--- src/rtl/i2cmb_cmd_sequencer.sv ---
// Runs one complete I2C transfer on the iicmb_m_wb core through its Wishbone port.
// Latency: one WB cycle per register access, plus the core's irq wait for each command.
// Backpressure: takes one request only in IDLE. Write bytes are taken one at a time. Read bytes stall until rdata_ready_i.
//
// Ports:
//   clk_i/rst_i       clock and synchronous active-high reset
//   req_*             transfer request {rw, bus, addr, len} with valid/ready
//   wdata_*           write byte stream (sink)
//   rdata_*           read byte stream (source)
//   done_o/status_o   end-of-request pulse with result code; busy_o is high outside IDLE
//   cyc_o..ack_i      Wishbone master toward the core (CSR=0, DPR=1, CMDR=2)
//   irq_i             core interrupt level, cleared by reading CMDR
module i2cmb_cmd_sequencer #(
  parameter int WB_ADDR_WIDTH  = 2,
  parameter int WB_DATA_WIDTH  = 8,
  parameter int I2C_ADDR_WIDTH = 7,
  parameter int LEN_WIDTH      = 4,
  parameter int TIMEOUT_CYCLES = 65535
) (
  input  logic                      clk_i,
  input  logic                      rst_i,
  input  logic                      req_valid_i,
  output logic                      req_ready_o,
  input  logic                      req_rw_i,
  input  logic [WB_DATA_WIDTH-1:0]  req_bus_i,
  input  logic [I2C_ADDR_WIDTH-1:0] req_addr_i,
  input  logic [LEN_WIDTH-1:0]      req_len_i,
  input  logic [7:0]                wdata_i,
  input  logic                      wdata_valid_i,
  output logic                      wdata_ready_o,
  output logic [7:0]                rdata_o,
  output logic                      rdata_valid_o,
  input  logic                      rdata_ready_i,
  output logic                      done_o,
  output logic [2:0]                status_o,
  output logic                      busy_o,
  output logic                      cyc_o,
  output logic                      stb_o,
  output logic                      we_o,
  output logic [WB_ADDR_WIDTH-1:0]  adr_o,
  output logic [WB_DATA_WIDTH-1:0]  dat_o,
  input  logic [WB_DATA_WIDTH-1:0]  dat_i,
  input  logic                      ack_i,
  input  logic                      irq_i
);

  localparam logic [WB_ADDR_WIDTH-1:0] A_CSR  = WB_ADDR_WIDTH'(0);
  localparam logic [WB_ADDR_WIDTH-1:0] A_DPR  = WB_ADDR_WIDTH'(1);
  localparam logic [WB_ADDR_WIDTH-1:0] A_CMDR = WB_ADDR_WIDTH'(2);

  localparam logic [2:0] C_WRITE   = 3'b001;
  localparam logic [2:0] C_RD_ACK  = 3'b010;
  localparam logic [2:0] C_RD_NAK  = 3'b011;
  localparam logic [2:0] C_START   = 3'b100;
  localparam logic [2:0] C_STOP    = 3'b101;
  localparam logic [2:0] C_SET_BUS = 3'b110;

  localparam logic [2:0] ST_OK      = 3'd0;
  localparam logic [2:0] ST_NAK     = 3'd1;
  localparam logic [2:0] ST_AL      = 3'd2;
  localparam logic [2:0] ST_ERR     = 3'd3;
  localparam logic [2:0] ST_TIMEOUT = 3'd4;
  localparam logic [2:0] ST_BADLEN  = 3'd5;

  localparam int TW = $clog2(TIMEOUT_CYCLES + 1);
  localparam logic [TW-1:0] TMO_LAST = TW'(TIMEOUT_CYCLES - 1);

  typedef enum logic [2:0] {S_IDLE, S_BUS, S_IRQ, S_WDATA, S_RDATA, S_DONE} state_t;
  // What the WB cycle in flight is for. This decides where to go on its ack.
  typedef enum logic [2:0] {B_CSR, B_DPR_WR, B_CMDR_WR, B_CMDR_RD, B_DPR_RD} step_t;
  typedef enum logic [2:0] {P_EN, P_BUS, P_START, P_ADDR, P_DATA, P_STOP} phase_t;

  state_t                    r_state, w_state;
  step_t                     r_step, w_step;
  phase_t                    r_phase, w_phase;
  logic [WB_ADDR_WIDTH-1:0]  r_adr, w_adr;
  logic [WB_DATA_WIDTH-1:0]  r_dat, w_dat;
  logic                      r_we, w_we;
  logic [2:0]                r_cmd, w_cmd;
  logic                      r_rw, w_rw;
  logic [WB_DATA_WIDTH-1:0]  r_bus, w_bus;
  logic [I2C_ADDR_WIDTH-1:0] r_addr, w_addr;
  logic [LEN_WIDTH-1:0]      r_cnt, w_cnt;
  logic                      r_nak, w_nak;
  logic [TW-1:0]             r_tmo, w_tmo;
  logic [2:0]                r_status, w_status;
  logic [7:0]                r_rdata, w_rdata;

  // Command issue request. A command with a data byte starts with a DPR write.
  // Otherwise it goes straight to the CMDR write.
  logic                      w_issue;
  logic                      w_issue_has_d;
  logic [2:0]                w_issue_cmd;
  logic [WB_DATA_WIDTH-1:0]  w_issue_d;
  phase_t                    w_issue_phase;

  always_ff @(posedge clk_i) begin
    if (rst_i) begin
      r_state  <= S_IDLE;
      r_step   <= B_CSR;
      r_phase  <= P_EN;
      r_adr    <= '0;
      r_dat    <= '0;
      r_we     <= 1'b0;
      r_cmd    <= 3'd0;
      r_rw     <= 1'b0;
      r_bus    <= '0;
      r_addr   <= '0;
      r_cnt    <= '0;
      r_nak    <= 1'b0;
      r_tmo    <= '0;
      r_status <= 3'd0;
      r_rdata  <= 8'd0;
    end else begin
      r_state  <= w_state;
      r_step   <= w_step;
      r_phase  <= w_phase;
      r_adr    <= w_adr;
      r_dat    <= w_dat;
      r_we     <= w_we;
      r_cmd    <= w_cmd;
      r_rw     <= w_rw;
      r_bus    <= w_bus;
      r_addr   <= w_addr;
      r_cnt    <= w_cnt;
      r_nak    <= w_nak;
      r_tmo    <= w_tmo;
      r_status <= w_status;
      r_rdata  <= w_rdata;
    end
  end

  always_comb begin
    w_state  = r_state;
    w_step   = r_step;
    w_phase  = r_phase;
    w_adr    = r_adr;
    w_dat    = r_dat;
    w_we     = r_we;
    w_cmd    = r_cmd;
    w_rw     = r_rw;
    w_bus    = r_bus;
    w_addr   = r_addr;
    w_cnt    = r_cnt;
    w_nak    = r_nak;
    w_tmo    = r_tmo;
    w_status = r_status;
    w_rdata  = r_rdata;
    w_issue       = 1'b0;
    w_issue_has_d = 1'b0;
    w_issue_cmd   = 3'd0;
    w_issue_d     = '0;
    w_issue_phase = r_phase;

    case (r_state)
      S_IDLE: begin
        if (req_valid_i) begin
          w_rw   = req_rw_i;
          w_bus  = req_bus_i;
          w_addr = req_addr_i;
          w_cnt  = req_len_i;
          w_nak  = 1'b0;
          if (req_len_i == '0) begin
            w_status = ST_BADLEN;
            w_state  = S_DONE;
          end else begin
            w_phase = P_EN;
            w_step  = B_CSR;
            w_adr   = A_CSR;
            w_dat   = WB_DATA_WIDTH'(8'hC0);
            w_we    = 1'b1;
            w_state = S_BUS;
          end
        end
      end

      S_BUS: begin
        if (ack_i) begin
          case (r_step)
            B_CSR: begin
              w_issue       = 1'b1;
              w_issue_has_d = 1'b1;
              w_issue_cmd   = C_SET_BUS;
              w_issue_d     = r_bus;
              w_issue_phase = P_BUS;
            end
            B_DPR_WR: begin
              w_step = B_CMDR_WR;
              w_adr  = A_CMDR;
              w_dat  = WB_DATA_WIDTH'(r_cmd);
              w_we   = 1'b1;
            end
            B_CMDR_WR: begin
              // The wait counter counts cycles since this ack. The first wait cycle is 1.
              w_state = S_IRQ;
              w_tmo   = TW'(1);
            end
            B_DPR_RD: begin
              w_rdata = dat_i[7:0];
              w_state = S_RDATA;
            end
            default: begin
              // CMDR status read: AL wins over ERR, and ERR wins over NAK.
              if (dat_i[5]) begin
                w_status = ST_AL;
                w_state  = S_DONE;
              end else if (dat_i[4]) begin
                w_status = ST_ERR;
                w_state  = S_DONE;
              end else if (dat_i[6] && (r_phase == P_ADDR || r_phase == P_DATA)) begin
                w_nak         = 1'b1;
                w_issue       = 1'b1;
                w_issue_cmd   = C_STOP;
                w_issue_phase = P_STOP;
              end else begin
                case (r_phase)
                  P_BUS: begin
                    w_issue       = 1'b1;
                    w_issue_cmd   = C_START;
                    w_issue_phase = P_START;
                  end
                  P_START: begin
                    w_issue       = 1'b1;
                    w_issue_has_d = 1'b1;
                    w_issue_cmd   = C_WRITE;
                    w_issue_d     = WB_DATA_WIDTH'({r_addr, r_rw});
                    w_issue_phase = P_ADDR;
                  end
                  P_ADDR: begin
                    w_phase = P_DATA;
                    if (!r_rw) begin
                      w_state = S_WDATA;
                    end else begin
                      w_issue       = 1'b1;
                      w_issue_cmd   = (r_cnt == LEN_WIDTH'(1)) ? C_RD_NAK : C_RD_ACK;
                      w_issue_phase = P_DATA;
                    end
                  end
                  P_DATA: begin
                    if (!r_rw) begin
                      w_cnt = r_cnt - LEN_WIDTH'(1);
                      if (r_cnt == LEN_WIDTH'(1)) begin
                        w_issue       = 1'b1;
                        w_issue_cmd   = C_STOP;
                        w_issue_phase = P_STOP;
                      end else begin
                        w_state = S_WDATA;
                      end
                    end else begin
                      // The byte is in DPR. Fetch it before it is handed downstream.
                      w_step = B_DPR_RD;
                      w_adr  = A_DPR;
                      w_we   = 1'b0;
                    end
                  end
                  P_STOP: begin
                    w_status = r_nak ? ST_NAK : ST_OK;
                    w_state  = S_DONE;
                  end
                  default: begin
                    w_status = ST_ERR;
                    w_state  = S_DONE;
                  end
                endcase
              end
            end
          endcase
        end
      end

      S_IRQ: begin
        if (irq_i) begin
          w_step  = B_CMDR_RD;
          w_adr   = A_CMDR;
          w_we    = 1'b0;
          w_state = S_BUS;
        end else if (r_tmo >= TMO_LAST) begin
          w_status = ST_TIMEOUT;
          w_state  = S_DONE;
        end else begin
          w_tmo = r_tmo + TW'(1);
        end
      end

      S_WDATA: begin
        if (wdata_valid_i) begin
          w_issue       = 1'b1;
          w_issue_has_d = 1'b1;
          w_issue_cmd   = C_WRITE;
          w_issue_d     = WB_DATA_WIDTH'(wdata_i);
          w_issue_phase = P_DATA;
        end
      end

      S_RDATA: begin
        if (rdata_ready_i) begin
          w_cnt   = r_cnt - LEN_WIDTH'(1);
          w_issue = 1'b1;
          if (r_cnt == LEN_WIDTH'(1)) begin
            w_issue_cmd   = C_STOP;
            w_issue_phase = P_STOP;
          end else begin
            // When two bytes remain, the next read is the last one and it gets a NACK.
            w_issue_cmd   = (r_cnt == LEN_WIDTH'(2)) ? C_RD_NAK : C_RD_ACK;
            w_issue_phase = P_DATA;
          end
        end
      end

      default: begin
        w_state = S_IDLE;
      end
    endcase

    if (w_issue) begin
      w_phase = w_issue_phase;
      w_cmd   = w_issue_cmd;
      w_we    = 1'b1;
      w_state = S_BUS;
      if (w_issue_has_d) begin
        w_step = B_DPR_WR;
        w_adr  = A_DPR;
        w_dat  = w_issue_d;
      end else begin
        w_step = B_CMDR_WR;
        w_adr  = A_CMDR;
        w_dat  = WB_DATA_WIDTH'(w_issue_cmd);
      end
    end
  end

  assign req_ready_o   = (r_state == S_IDLE);
  assign busy_o        = (r_state != S_IDLE);
  assign cyc_o         = (r_state == S_BUS);
  assign stb_o         = (r_state == S_BUS);
  assign we_o          = r_we;
  assign adr_o         = r_adr;
  assign dat_o         = r_dat;
  assign wdata_ready_o = (r_state == S_WDATA) && wdata_valid_i;
  assign rdata_o       = r_rdata;
  assign rdata_valid_o = (r_state == S_RDATA);
  assign done_o        = (r_state == S_DONE);
  assign status_o      = (r_state == S_DONE) ? r_status : 3'd0;

endmodule
--- config.mk ---
export PLATFORM = sky130hd
export DESIGN_NAME = i2cmb_cmd_sequencer
export DESIGN_NICKNAME = d
export VERILOG_FILES = /design/src/rtl/i2cmb_cmd_sequencer.sv
export SDC_FILE = /design/constraint.sdc
export NUM_CORES = 1
export LEC_CHECK = 0
export CORE_ASPECT_RATIO = 1.75
export CORE_MARGIN = 5
export CORE_UTILIZATION = 30
export CTS_BUF_LIST = sky130_fd_sc_hd__clkbuf_4 sky130_fd_sc_hd__clkbuf_8 sky130_fd_sc_hd__clkbuf_16
export DETAILED_ROUTE_END_ITERATION = 7
export RECOVER_POWER = 50
export SETUP_SLACK_MARGIN = 0.4
export SLEW_MARGIN = 20
export SYNTH_ARGS = -nofsm -noshare
export SYNTH_HDL_FRONTEND = slang
export SYNTH_SLANG_ARGS = --single-unit
--- constraint.sdc ---
create_clock -name clk_i -period 4.44 [get_ports clk_i]
set_input_delay 0.666 -clock clk_i [delete_from_list [all_inputs] [get_ports clk_i]]
set_output_delay 0.666 -clock clk_i [all_outputs]
set_load 0.02 [all_outputs]
# After elaboration in Yosys (flattened, before gate mapping)
# Cells that the tools add are included.
dict set report word_totals {
  regBits 71
  latchBits 0
  ram_bits 0
  rom_bits 0
  inputBits 43
  output_inout_bits 29
  wordCells 282
  n_memories 0
}
dict set report classes {
  addsub 2
  multipliers 0
  n_div 0
  n_lt_le_gt_ge 1
  n_eq_ne 73
  shift 0
  mux 157
  n_bitwise 1
  reduce_logical 32
}
# cell count
set ops {}
lappend ops {{3-bit 2-to-1 mux} 54}
lappend ops {{8-bit 2-to-1 mux} 12}
lappend ops {{16-bit 2-to-1 mux} 4}
lappend ops {{3-bit case mux with 3 select lines} 6}
lappend ops {{8-bit case mux with 2 select lines} 3}
lappend ops {{1-bit 2-to-1 mux} 36}
lappend ops {{4-bit 2-to-1 mux} 9}
lappend ops {{3-bit case mux with 4 select lines} 3}
lappend ops {{16-bit case mux with 2 select lines} 1}
lappend ops {{3-bit case mux with 2 select lines} 5}
lappend ops {{10-bit AND reduction} 3}
lappend ops {{7-bit by 5-bit inequality test with 1-bit output (second input constant)} 4}
lappend ops {{2-bit 2-to-1 mux} 13}
lappend ops {{3-bit by 2-bit inequality test with 1-bit output (second input constant)} 8}
lappend ops {{8-bit by 6-bit inequality test with 1-bit output (second input constant)} 3}
lappend ops {{3-bit inequality test (second input constant)} 7}
lappend ops {{2-bit inequality test (second input constant)} 10}
lappend ops {{19-bit AND reduction} 1}
lappend ops {{6-bit by 4-bit inequality test with 1-bit output (second input constant)} 3}
lappend ops {{16-bit by 1-bit adder with 16-bit output (second input constant)} 1}
lappend ops {{16-bit >= comparator (second input constant)} 1}
lappend ops {{3-bit by 2-bit == test with 1-bit output (second input constant)} 5}
lappend ops {{3-bit == test (second input constant)} 5}
lappend ops {{2-bit by 1-bit inequality test with 1-bit output (second input constant)} 7}
lappend ops {{35 further kinds} 62}

# Logic depth before layout (Yosys ltp)
dict set report logic_depth {
  ltp_word 12
  ltp_mapped 9
  mapped_depth_nobuf 8
}

# Worst setup path after synthesis
# OpenSTA, ideal clock, no wires.
dict set report synth_timing {
  path_type {input to register}
  start {input dat_i[4]}
  end {register r_cnt[0]}
  setup_ns 0.074
  arrival_time_ns 2.118
  required_ns 4.366
  slack_ns 2.248
  path_stages 7
  path_buffers 1
  path_cell_list {nor2_2 and2_4 a311oi_4 or3_1 buf_2 or3_1 a31oi_1}
}
dict set report synth_between {
  elab_chain_len 2
}
# item line
set synth_lines {}
lappend synth_lines {{from (decl)} 42} ;# input logic [WB_DATA_WIDTH-1:0] dat_i,
lappend synth_lines {{2-bit inequality test (no line)} --}
lappend synth_lines {{10-bit AND reduction (no line)} --}
lappend synth_lines {{to (signal assigned)} 125} ;# r_cnt <= w_cnt;
lappend synth_lines {{to (decl)} 83} ;# logic [LEN_WIDTH-1:0] r_cnt, w_cnt;
# No other way between the ends.
# A chain may end at the register's enable or synchronous reset.

# Worst setup path after layout
dict set report layout_timing {
  start {register r_state[0]}
  end {output stb_o}
}
dict set report layout_between {
  elab_chain_len 1
}
# item line
set layout_lines {}
lappend layout_lines {{from (decl)} 73} ;# state_t r_state, w_state;
lappend layout_lines {{from (signal assigned)} 115} ;# r_state <= w_state;
lappend layout_lines {{3-bit by 1-bit == test with 1-bit output} 335} ;# assign stb_o = (r_state == S_BUS);
lappend layout_lines {{to (decl)} 38} ;# output logic stb_o,
# No other way between the ends.

==> run metrics <==
status complete, no violations; 1st-pass router iterations 7; top_reg_cell synth dfxtp_1; post_cts resized 0; setup_tns 0 ns; CTS sink cnt 70; Post-Syn Area 0.003914 mm^2; initial antenna violation count 0; R2R depth 7; Max Clock Skew 0.006094 ns; max-slew violation count 0; Die Width 96.34 um; WL final 12460 um; worst hold path type reg -> reg; Static Leak 1.931 nW; Final nets 588; Post-Syn Area per Cell 8.004 um^2; Synth Instances 489; root buffer cell clkbuf_16; hold-fix buffer count after cts 0; Post-CTS Setup Inserts 0; CTS tree done; Arr. time, crit path 2.71 ns; Die Ht 161.1 um; R2R Path Start r_state[0]; fmax 0.2964 GHz; Final ANT Viol Nets 0; Fin. Hold Viols 0; Cell Area, Placed 0.004700 mm^2; Yosys top cell by area dfxtp_1; Via density 5.433; grt ovf 0; Least-Margin Pin Slew 0.8535 ns; worst skew pair latency 0.34 ns; Distinct cells, synth 74; first-pass GRT wire length 19580 um; core area 0.01287 mm^2; Post-synth EDFFs 0; main area contributors after synthesis dfxtp_1 (36%), nor2_1 (5.9%), nand2_1 (5.8%); fin crit period 3.374 ns; hold path cells 2; fraction of layout cells with a size suffix above 1 0.06422; Place WS 1.211 ns; P&R area growth vs syn 29.06%; Critical path origin r_state[0]; endpoints failing setup 0; r2r setup slk 1.45 ns; post-synth top area share 0.3581; worst hold start r_addr[2]; crit end category output pin; antenna cells 0; vias in the first global route 3805; GRT Util Overall 0.1628; #FFs+latches synth 70; drt first-iter violations 375; slew margin rel. 0.4302; Finished Cell Area 0.005051 mm^2; Ys Warns 0; die area 0.01552 mm^2; IO Count 72; data required time of the worst path 3.77 ns; CTS Buffer Depth 2; # DRC 0; clock buffer count from CTS 9; Worst Hold Path EP r_addr[2]; Crit Path Class reg -> out; RSZ-0062 raised after global routing false; maximum VDD drop 249.5 uV; FP Rows 55; htree depth 3; PnR worst setup slack 1.066 ns; via count 3890; final worst-path cycle share 0.7598; most instantiated library cell after synthesis dfxtp_1; wire per inst 17.40 um; Critical Path Fanout Max 26; Mapped Nets 537; port bufs 71; startpoint types register; Post-DP HPWL 9300 um; Reg clk slew, reported paths 0.06 ns; FF-to-FF End r_phase[1]; asr flop ratio synth 0; WHS 0.4535 ns; power per cell area 587.0 mW/mm^2; largest net degree at the start of global routing 45; number of max-cap violations 0; Initial Util 0.3041; sequential fraction of the synthesis area 0.3581; Synth top cells by count dfxtp_1 (70), nor2_1 (61), nand2_1 (60); RD Place Congestion 0.9873
## where the power goes
part           total, mW  internal [mW]  leakage, nW  switching [mW]
combinational       1.20          0.480         1.19           0.719
sequential         0.912          0.740        0.570           0.172
clock              0.854          0.569        0.174           0.285
total               2.97           1.79         1.93            1.18
## layer usage
layer,global-route usage,routed length [um],share of wire
met4,0.1105,782,0.063
met5,0,0,0
met3,0.03681,595,0.048
met2,0.2734,6326,0.51
met1,0.1767,4753,0.38
## cell type report
type                    count  area, um^2
flip-flops and latches     70        1401
inverters                  13       48.80
clock inverters             6       116.4
repair buffers             74       728.2
multi-input cells         372        2303
clock buffers              10       239.0
well taps                 171       214.0
fillers                  1334        7818
## worst max-delay path, stage by stage (launching register included)
cell and delay (ns):
dfxtp_1 0.87, nand2_1 0.46, clkinv_1 0.37, clkdlybuf4s50_1 0.67
## metrics by stage
| stage | cells | power, mW | util |
|---|---|---|---|
| after floorplan | 489 | 1.732 | - |
| after global placement | 700 | 2.131 | 0.3652 |
| after detailed placement | 700 | 2.128 | 0.3652 |
| after CTS | 716 | 2.992 | 0.3928 |
| after global routing | 716 | 3.139 | 0.3925 |
| final | 716 | 2.965 | 0.3925 |
## placed cells by master (no fill, tap or decap), drive strengths merged, types with 5 or more instances in the layout
master         count
dfxtp             70
nor2              62
nand2             60
clkdlybuf4s50     49
a21oi             40
dlygate4sd3       21
a211oi            14
o21ai             14
inv               14
nand3             12
mux2i             11
nor3              11
clkbuf            10
and3               9
a31oi              9
a22o               9
a222oi             8
xor2               7
xnor2              7
nand2b             6
nor3b              6
or3                5
o211ai             5
ha                 5
nor2b              5
## how the worst max path moves through the flow
stage          cells past startpoint          to  slack, ns
4_1_cts                            3       stb_o       1.07
3_5_place_dp                       7    adr_o[0]       1.21
5_1_grt                            3       stb_o       0.95
6_report                           3       stb_o       1.07
2_1_floorplan                      7    r_cnt[0]       2.25
3_3_place_gp                       7  r_phase[1]       1.20
## cells by family (layout without fill, tap and decap cells)
kind of cell,Yosys count,in the layout,synth area share
AO/OA/AOI/OAI,138,138,0.2507
AND/OR/NAND/NOR,202,202,0.2570
flip-flops,70,70,0.3581
XOR/XNOR,14,14,0.03133
buffers and inverters,47,103,0.05243
adder cells (fa/ha/maj),6,6,0.01950
multiplexers,12,12,0.03101
## sequential cells by signal, summed over array words and instances, names as in the netlist, 3 cells and up
register / flops
dat_o: 8
r_bus: 8
r_step: 3
r_cnt: 4
r_phase: 3
r_cmd: 3
r_addr: 7
r_state: 3
rdata_o: 8
r_status: 3
r_tmo: 16
Note: power is estimated with default switching activity, not from simulation.
